[config.mk]
export PLATFORM = sky130hd
export DESIGN_NAME = rotate_mask_pipe_flat
export DESIGN_NICKNAME = d
export VERILOG_FILES = /design/src/rtl/rotate_mask_pipe_if.sv /design/src/rtl/rotate_mask_pipe.sv /design/src/flat_wrapper.sv
export SDC_FILE = /design/constraint.sdc
export NUM_CORES = 1
export LEC_CHECK = 0
export ABC_AREA = 1
export BUFFER_PORTS_ARGS = -buffer_cell sky130_fd_sc_hd__buf_2
export CAP_MARGIN = 5
export CORE_MARGIN = 1.5
export CORE_UTILIZATION = 50
export DETAILED_ROUTE_END_ITERATION = 10
export PLACE_DENSITY = 0.72
export SYNTH_ARGS = -nofsm -noshare
export SYNTH_HDL_FRONTEND = slang
export SYNTH_SLANG_ARGS = --single-unit
export TNS_END_PERCENT = 10
[constraint.sdc]
create_clock -name clk -period 2 [get_ports clk]
set_input_delay 0.4 -clock clk [delete_from_list [all_inputs] [get_ports clk]]
set_output_delay 0.4 -clock clk [all_outputs]
set_load 0.1 [all_outputs]
[src/rtl/rotate_mask_pipe_if.sv]
// Issue/result bundle for the rotate-and-mask pipeline.
// Buses use big-endian numbering: word slot 0 is the most significant 32 bits.
interface rotate_mask_pipe_if #(
    parameter int unsigned WIDTH = 128
);
    logic              issue_valid;
    logic [31:0]       instruction;
    logic [WIDTH-1:0]  RA_data_in;
    logic [WIDTH-1:0]  RB_data_in;
    logic              flush;
    logic              result_valid;
    logic              rt_write_en;
    logic [6:0]        rt_addr_out;
    logic [WIDTH-1:0]  RT_data_out;

    modport master (
        output issue_valid, instruction, RA_data_in, RB_data_in, flush,
        input  result_valid, rt_write_en, rt_addr_out, RT_data_out
    );

    modport slave (
        input  issue_valid, instruction, RA_data_in, RB_data_in, flush,
        output result_valid, rt_write_en, rt_addr_out, RT_data_out
    );
endinterface

[src/rtl/rotate_mask_pipe.sv]
// Three-stage rotate-and-mask (logical/arithmetic right shift by negated count) unit.
// Fixed latency of three cycles, one issue per cycle, flushable, no backpressure.
module rotate_mask_pipe #(
    parameter int unsigned WIDTH = 128
) (
    input  logic              clk,
    input  logic              reset_n,
    rotate_mask_pipe_if.slave bus
);
    localparam int unsigned LATENCY = 3;
    localparam int unsigned WORD_W  = 32;
    localparam int unsigned SLOTS   = WIDTH / WORD_W;
    localparam int unsigned CNT_W   = 6;
    localparam int unsigned OPC_W   = 11;
    localparam int unsigned ADDR_W  = 7;

    localparam logic [OPC_W-1:0] OPC_ROTM   = 11'b00001011001;
    localparam logic [OPC_W-1:0] OPC_ROTMI  = 11'b00001111001;
    localparam logic [OPC_W-1:0] OPC_ROTMA  = 11'b00001011010;
    localparam logic [OPC_W-1:0] OPC_ROTMAI = 11'b00001111010;

    typedef logic [SLOTS-1:0][WORD_W-1:0] words_t;
    typedef logic [SLOTS-1:0][CNT_W-1:0]  counts_t;

    // Shift right by cnt; counts of 32 or more leave only the fill pattern.
    function automatic logic [WORD_W-1:0] shift_word(
        input logic [WORD_W-1:0] w,
        input logic [CNT_W-1:0]  cnt,
        input logic              arith
    );
        logic [WORD_W-1:0] fill;
        logic [WORD_W-1:0] keep;
        fill = {WORD_W{arith & w[WORD_W-1]}};
        keep = {WORD_W{1'b1}} >> cnt[CNT_W-2:0];
        if (cnt[CNT_W-1]) begin
            return fill;
        end
        return (w >> cnt[CNT_W-2:0]) | (fill & ~keep);
    endfunction

    logic [OPC_W-1:0]  opcode;
    logic [WORD_W-1:0] imm;
    logic              known_c;
    logic              arith_c;
    logic              imm_form_c;
    words_t            ra_words;
    words_t            rb_words;
    counts_t           cnt_c;
    words_t            shifted_c;
    logic              unused_instr_bits;

    // Big-endian fields: opcode = bits 0..10, I7 = 11..17, RT = 25..31.
    assign opcode            = bus.instruction[31:21];
    assign imm               = 32'($signed(bus.instruction[20:14]));
    assign unused_instr_bits = ^bus.instruction[13:7];
    assign ra_words          = bus.RA_data_in;
    assign rb_words          = bus.RB_data_in;

    always_comb begin
        known_c    = 1'b0;
        arith_c    = 1'b0;
        imm_form_c = 1'b0;
        case (opcode)
            OPC_ROTM:   begin known_c = 1'b1; end
            OPC_ROTMI:  begin known_c = 1'b1; imm_form_c = 1'b1; end
            OPC_ROTMA:  begin known_c = 1'b1; arith_c = 1'b1; end
            OPC_ROTMAI: begin known_c = 1'b1; arith_c = 1'b1; imm_form_c = 1'b1; end
            default:    begin known_c = 1'b0; end
        endcase
    end

    // Slot mapping is positional, so per-index work preserves slot order.
    always_comb begin
        cnt_c = '0;
        for (int unsigned k = 0; k < SLOTS; k++) begin
            cnt_c[k] = CNT_W'(32'd0 - (imm_form_c ? imm : rb_words[k]));
        end
    end

    // vld[0] = S1, vld[1] = S2, vld[LATENCY-1] = result stage.
    logic [LATENCY-1:0] vld;
    logic               s1_known;
    logic               s1_arith;
    counts_t            s1_cnt;
    words_t             s1_ra;
    logic [ADDR_W-1:0]  s1_addr;
    logic               s2_known;
    words_t             s2_data;
    logic [ADDR_W-1:0]  s2_addr;
    logic               wen_q;
    words_t             data_q;
    logic [ADDR_W-1:0]  addr_q;

    always_ff @(posedge clk or negedge reset_n) begin
        if (!reset_n) begin
            vld <= '0;
        end else if (bus.flush) begin
            vld <= '0;
        end else begin
            vld <= {vld[LATENCY-2:0], bus.issue_valid};
        end
    end

    // S1: decode, counts, operand and target capture.
    always_ff @(posedge clk or negedge reset_n) begin
        if (!reset_n) begin
            s1_known <= 1'b0;
            s1_arith <= 1'b0;
            s1_cnt   <= '0;
            s1_ra    <= '0;
            s1_addr  <= '0;
        end else if (bus.issue_valid) begin
            s1_known <= known_c;
            s1_arith <= arith_c;
            s1_cnt   <= cnt_c;
            s1_ra    <= ra_words;
            s1_addr  <= bus.instruction[ADDR_W-1:0];
        end
    end

    always_comb begin
        shifted_c = '0;
        for (int unsigned k = 0; k < SLOTS; k++) begin
            shifted_c[k] = shift_word(s1_ra[k], s1_cnt[k], s1_arith);
        end
    end

    // S2: shifted words; unknown opcodes carry zero data.
    always_ff @(posedge clk or negedge reset_n) begin
        if (!reset_n) begin
            s2_known <= 1'b0;
            s2_data  <= '0;
            s2_addr  <= '0;
        end else if (vld[0]) begin
            s2_known <= s1_known;
            s2_data  <= s1_known ? shifted_c : '0;
            s2_addr  <= s1_addr;
        end
    end

    // Result stage: data and address hold whenever no valid result arrives.
    always_ff @(posedge clk or negedge reset_n) begin
        if (!reset_n) begin
            wen_q  <= 1'b0;
            data_q <= '0;
            addr_q <= '0;
        end else begin
            wen_q <= vld[1] & s2_known & ~bus.flush;
            if (vld[1] && !bus.flush) begin
                data_q <= s2_data;
                addr_q <= s2_addr;
            end
        end
    end

    assign bus.result_valid = vld[LATENCY-1];
    assign bus.rt_write_en  = wen_q;
    assign bus.RT_data_out  = data_q;
    assign bus.rt_addr_out  = addr_q;
endmodule

[src/flat_wrapper.sv]
// flat-port wrapper written by rule: the top's interface ports become plain ports
module rotate_mask_pipe_flat 
#(
    parameter int unsigned WIDTH = 128
)
  (clk, reset_n, bus_issue_valid, bus_instruction, bus_RA_data_in, bus_RB_data_in, bus_flush, bus_result_valid, bus_rt_write_en, bus_rt_addr_out, bus_RT_data_out);
  rotate_mask_pipe_if #(.WIDTH(WIDTH)) bus_i ();
  input  logic clk;
  input  logic reset_n;
  input wire logic [$bits(bus_i.issue_valid)-1:0] bus_issue_valid;
  input wire logic [$bits(bus_i.instruction)-1:0] bus_instruction;
  input wire logic [$bits(bus_i.RA_data_in)-1:0] bus_RA_data_in;
  input wire logic [$bits(bus_i.RB_data_in)-1:0] bus_RB_data_in;
  input wire logic [$bits(bus_i.flush)-1:0] bus_flush;
  output wire logic [$bits(bus_i.result_valid)-1:0] bus_result_valid;
  output wire logic [$bits(bus_i.rt_write_en)-1:0] bus_rt_write_en;
  output wire logic [$bits(bus_i.rt_addr_out)-1:0] bus_rt_addr_out;
  output wire logic [$bits(bus_i.RT_data_out)-1:0] bus_RT_data_out;
  assign bus_i.issue_valid = bus_issue_valid;
  assign bus_i.instruction = bus_instruction;
  assign bus_i.RA_data_in = bus_RA_data_in;
  assign bus_i.RB_data_in = bus_RB_data_in;
  assign bus_i.flush = bus_flush;
  assign bus_result_valid = bus_i.result_valid;
  assign bus_rt_write_en = bus_i.rt_write_en;
  assign bus_rt_addr_out = bus_i.rt_addr_out;
  assign bus_RT_data_out = bus_i.RT_data_out;
  rotate_mask_pipe #(.WIDTH(WIDTH)) u_core (.clk(clk), .reset_n(reset_n), .bus(bus_i));
endmodule
# --- Yosys cells after proc, flatten, opt, wreduce, memory -nomap -nowiden ---
# Cells that the tools add are included.
totals:
  reg_bits: 436
  inputBits: 292
  output_inout_bits: 137
  word_cells: 85
classes:
  n_addsub: 4
  eq_ne: 4
  n_shift: 8
  n_mux: 21
  bitwise_logic: 19
  n_reduce_logical: 5
op_table:
  columns: ["cell", "count"]
  rows:
  - ["32-bit 2-to-1 mux", 8]
  - ["32-bit bitwise AND", 4]
  - ["128-bit 2-to-1 mux", 1]
  - ["32-bit NOT", 4]
  - ["32-bit bitwise OR", 4]
  - ["32-bit by 5-bit >> shifter with 32-bit output", 4]
  - ["32-bit by 5-bit >> shifter with 32-bit output (first input constant)", 4]
  - ["11-bit by 7-bit equality test with 1-bit output (second input constant)", 4]
  - ["6-bit 2-to-1 mux", 4]
  - ["1-bit by 6-bit subtractor with 6-bit output (first input constant)", 4]
  - ["1-bit 2-to-1 mux", 7]
  - ["1-bit bitwise AND", 6]
  - ["2-bit OR reduction", 2]
  - ["4-bit OR reduction", 1]
  - ["3-bit 2-to-1 mux", 1]
  - ["1-bit logical AND", 1]
  - ["1-bit zero test", 1]
  - ["1-bit NOT", 1]

# --- Logic depth before layout (Yosys ltp) ---
depth:
  ltp_word: 6
  depth_mapped: 14

# --- Worst setup path after synthesis ---
# Ideal clock, no wire load.
synth_path:
  path_kind: "input port to flip-flop"
  start: "input port bus_instruction[24]"
  end: "register u_core.s1_cnt[10] (netlist name)"
  setup_ns: 0.137
  arrival_time_ns: 1.736
  t_required_ns: 1.863
  path_slack_ns: 0.128
  stages: 14
  n_path_buf: 1
  path_cell_list: "inv_1 > nor2_2 > nand2_2 > nand2_4 > nand2_4 > buf_6 > nand2_1 > nand2_1 > inv_1 > ha_1 > nand3_1 > or2_1 > nand3_1 > o21ai_0"
synth_via:
  elab_chain_len: 5
  elab_cells_between_ends: 6
  classes_between: "add/sub (1); eq/ne (2); mux (2); reduce/logical (1)"
synth_lines:
  columns: ["item", "line_no", "rtl"]
  rows:
  - ["start: declaration", "flat_wrapper.sv:11", "input wire logic [$bits(bus_i.instruction)-1:0] bus_instruction;"]
  - ["11-bit by 7-bit equality test with 1-bit output", "rotate_mask_pipe.sv:63", "case (opcode)"]
  - ["2-bit OR reduction (no source line) *", null, null]
  - ["1-bit 2-to-1 mux *", "rotate_mask_pipe.sv:63", null]
  - ["6-bit 2-to-1 mux *", "rotate_mask_pipe.sv:76", "cnt_c[k] = CNT_W'(32'd0 - (imm_form_c ? imm : rb_words[k]));"]
  - ["1-bit by 6-bit subtractor with 6-bit output *", "rotate_mask_pipe.sv:76", null]
  - ["end signal: assignment", "rotate_mask_pipe.sv:115", "s1_cnt <= cnt_c;"]
  - ["end: declaration", "rotate_mask_pipe.sv:84", "counts_t s1_cnt;"]
# Mark *: on every way between the ends. The rest lies on a longest branch, timed or not.
# A chain may end at the register's enable or synchronous reset.

# --- Worst setup path after layout ---
layout_path:
  start: "register u_core.addr_q[5], in the netlist u_core.bus.rt_addr_out[5]"
  end: "output port bus_rt_addr_out[5]"
layout_lines:
  columns: ["item", "line_no", "rtl"]
  rows:
  - ["start: declaration", "rotate_mask_pipe.sv:92", "logic [ADDR_W-1:0] addr_q;"]
  - ["start signal: assignment", "rotate_mask_pipe.sv:151", "addr_q <= s2_addr;"]
  - ["end: declaration", "flat_wrapper.sv:17", "output wire logic [$bits(bus_i.rt_addr_out)-1:0] bus_rt_addr_out;"]
# No word-level cell between the ends.

==> qor.txt <==
==========================================================================================
Kind of critical path                                                              reg2out
Synth top area cells                                                          dfrtp_1 (45%), nand2_1 (22%), o21ai_0 (8.8%), nand3_1 (6.8%), inv_1 (3.9%)
Starting density of the core                                                        50.98%
Portion of total power attributed to the clock network                               35.6%
Crit path buf inv count                                                                  1
Final weighted congestion in routability-driven placement                           0.9867
Post-synth cell types                                                                   47
Post-DR vias/cell                                                                    5.368
Residual antenna-violating net count after detailed routing                              0
Slew at the pin closest to its max-slew limit                                    0.5973 ns
Peak supply drop                                                                  623.9 µV
Maximum count of clock buffers along a single path                                       3
Cell internal power dissipation                                                   16.20 mW
Top delay family on crit path                                                 buffers and inverters
Pwr Density                                                                   818.1 nW/µm²
Unrepaired setup endpoints after global routing                                         no
Number of buffers added by the clock tree synthesis step                                46
Clock edge transition at the registers on the reported setup and hold paths        0.06 ns
Time the final worst path needs with I/O delays and setup                         1.947 ns
Mapped cell area                                                                 24490 µm²
Data required time at the worst endpoint                                           1.60 ns
Hold Violations, Final                                                                   0
First-iteration detailed-routing DRC count                                            1960
Setup crit end kind                                                            output port
Highest achievable clock rate                                                    513.5 MHz
Max-cap violation count                                                                  0
Vias in the first global route                                                       23174
Vias                                                                                 24723
Number of fill cells                                                                  4483
DRC Markers                                                                              0
Insertion delay to the later sink of the worst-skew pair                           0.60 ns
Layout Skew                                                                     0.01273 ns
Nets in the synthesized netlist                                                       3846
Post-synthesis sequential area ratio                                                44.55%
Area inside the core boundary                                                    48050 µm²
YS warnings                                                                              0
Number of top-level pins                                                               429
Arrival time at the worst endpoint                                                 1.55 ns
Cell row count                                                                          80
Floorplan die width                                                               224.3 µm
Post-synthesis average cell area                                                 6.899 µm²
Antenna violations before repair                                                         6
Clock tree from TritonCTS                                                              yes
Per-cell routed wire length                                                       17.19 µm
Worst Path Max Fanout                                                                    2
Net count of the finished layout                                                      4247
IO buf count                                                                           316
Overall fraction of global-route tracks in use                                      31.53%
Design area                                                                      29790 µm²
Clock sink count                                                                       436
Dominant cell type by area after synthesis                                         dfrtp_1
Area Overhead vs Synth                                                              21.64%
Gr ovfl total                                                                            0
Outcome                                                                          completed
Worst Hold Class                                                                    in2reg
P_leak                                                                            15.94 nW
Combinational Power Share                                                            25.3%
Overall die area                                                                 50320 µm²
Deepest level of the CTS H-tree                                                          2
Standard cell area after detailed placement                                      27630 µm²
Setup Viol. Count Final                                                                  0
Global-route wire length before repair                                           125300 µm
Fraction of final layout cells sized beyond drive strength 1                        16.43%
Post-Syn Instances                                                                    3550
Count of pins over their slew limit                                                      0
Cell chain of the critical path                                                      buf_2
Reg power frac                                                                       39.0%
Half-perimeter wire length of the detailed placement result                       59150 µm
Slowest cell on the critical path                                                    buf_2
Area share of the leading cell type in the synthesized netlist                      44.55%
Longest individual stage delay on the worst path                                   0.48 ns
Type of element launching the critical path                                       register
Power dissipated by switching net loads                                           8.175 mW
Sw frac                                                                             33.54%
Maximum number of pins on one net before global-route repair                            81
Clock Tree Root                                                                  clkbuf_16
Hold WS                                                                         0.01364 ns
Post-route fraction of the period consumed by the critical path                     97.37%
Yosys reg bits                                                                         436
Die Height                                                                        224.3 µm
Pre-Repair DR Iteration Count                                                            6
Worst slew margin relative to its limit                                             60.18%
Wire length reported by the detailed router                                       79170 µm
==========================================================================================
-- synthesized netlist by cell type (all sizes together) --
| cell type | instances |
|---|---|
| xor2 | 2 |
| a31oi | 7 |
| nor3 | 9 |
| inv | 268 |
| ha | 4 |
| a21boi | 2 |
| o211ai | 21 |
| and2 | 1 |
| o22ai | 18 |
| o31ai | 7 |
| nand3b | 3 |
| a32o | 1 |
| nor2 | 160 |
| clkbuf | 97 |
| a21oi | 59 |
| o21a | 9 |
| buf | 107 |
| nand4 | 17 |
| or2 | 4 |
| clkinv | 8 |
| nand3 | 333 |
| nand2 | 1482 |
| o21ai | 489 |
| a31o | 1 |
| o21bai | 3 |
| a22o | 2 |
| dfrtp | 436 |
-- registers in the layout, summed over array words and instances (netlist names) --
name	flops
u_core.s2_addr	7
u_core.s1_addr	7
u_core.bus.rt_write_en	1
u_core.s1_known	1
u_core.s1_ra	128
u_core.s2_data	128
u_core.s1_cnt	24
u_core.s1_arith	1
u_core.bus.rt_addr_out	7
u_core.vld	3
u_core.bus.RT_data_out	128
u_core.s2_known	1
-- cell type report --
class	count	area, µm²	share of cell area, %
clock inverter	20	165.2	0.5544
clock buffer	63	1369	4.595
timing repair buffer	557	3934	13.20
multi-input combinational	2634	11580	38.86
tap	615	769.5	2.583
antenna	5	12.51	0.04200
sequential	436	10920	36.64
inverter	276	1049	3.519
-- repair_timing --
action	in CTS	in global routing
gates resized for setup	2	36
hold endpoints to repair	136	0
pin swaps	0	1
hold buffers	58	0
setup buffers	0	0
endpoints found under the setup margin	2	46
-- power by group through the flow --
stage / clock [mW] / combinational (mW) / sequential, mW
6_report: 8.68 / 6.18 / 9.51
5_1_grt: 9.16 / 6.83 / 9.55
4_1_cts: 8.83 / 6.07 / 9.50
3_5_place_dp: 0 / 5.96 / 9.65
3_3_place_gp: 0 / 5.96 / 9.64
2_1_floorplan: 0 / 3.52 / 9.97
-- worst paths after layout --
path | startpoint | endpoint | slack [ns] | cells after the start
worst max-delay path | u_core.bus.rt_addr_out[5]$_DFFE_PN0P_ | bus_rt_addr_out[5] | 0.05 | 1
worst min-delay path | bus_RA_data_in[26] | u_core.s1_ra[26]$_DFFE_PN0P_ | 0.01 | 3
worst max register to register | u_core.s1_cnt[0]$_DFFE_PN0P_ | u_core.s2_data[9]$_DFFE_PN0P_ | 0.11 | 11
worst min register to register | u_core.bus.RT_data_out[39]$_DFFE_PN0P_ | u_core.bus.RT_data_out[39]$_DFFE_PN0P_ | 0.46 | 2
max in group asynchronous | reset_n | u_core.bus.RT_data_out[119]$_DFFE_PN0P_ | 0.99 | 4
min in group asynchronous | reset_n | u_core.bus.RT_data_out[38]$_DFFE_PN0P_ | 0.25 | 2
-- metal layers --
| metal | global-route usage (%) | vias up | share of wire (%) |
|---|---|---|---|
| met5 | 0 | - | 0.034 |
| met4 | 9.764 | 6 | 3.3 |
| met3 | 5.552 | 164 | 6.4 |
| met2 | 49.45 | 814 | 45 |
| met1 | 44.57 | 11551 | 45 |
| li1 | - | 12188 | - |
-- cell families after synthesis --
logic type | share of synthesized area (%)
and+or+nand+nor | 33.41
AOI/OAI and AO/OA | 13.42
buffers and inverters | 8.347
DFF | 44.55
adders and majority gates | 0.2044
xor gates and xnor gates | 0.07153
-- per-stage QoR --
step	worst slack (ns)	power, mW	cells	utilization [%]	TNS [ns]
after floorplan	0.1276	13.49	3550	-	0
after global placement	-0.04057	15.60	4460	57.52	-0.1145
after detailed placement	-0.1099	15.61	4460	57.52	-0.4890
after CTS	0.01040	24.40	4601	61.92	0
after global routing	0.0001699	25.53	4603	61.99	0
final	0.05262	24.37	4606	62.01	0
-- cell usage in the layout (no fill, tap or decap), drive strengths merged --
master / instances
diode: 5
o31ai: 7
bufinv: 2
nand3b: 3
buf: 498
nand2: 1482
or2: 4
inv: 269
o211ai: 21
o22ai: 18
a32o: 1
o21bai: 3
nand4: 17
clkinvlp: 3
xor2: 2
ha: 4
clkbuf: 64
a21oi: 59
a21boi: 2
a22o: 2
o21a: 9
clkinv: 22
dlygate4sd3: 58
o21ai: 489
dfrtp: 436
a31oi: 7
a31o: 1
and2: 1
nor2: 160
nor3: 9
nand3: 333
Power figures use the tool's default switching activity.
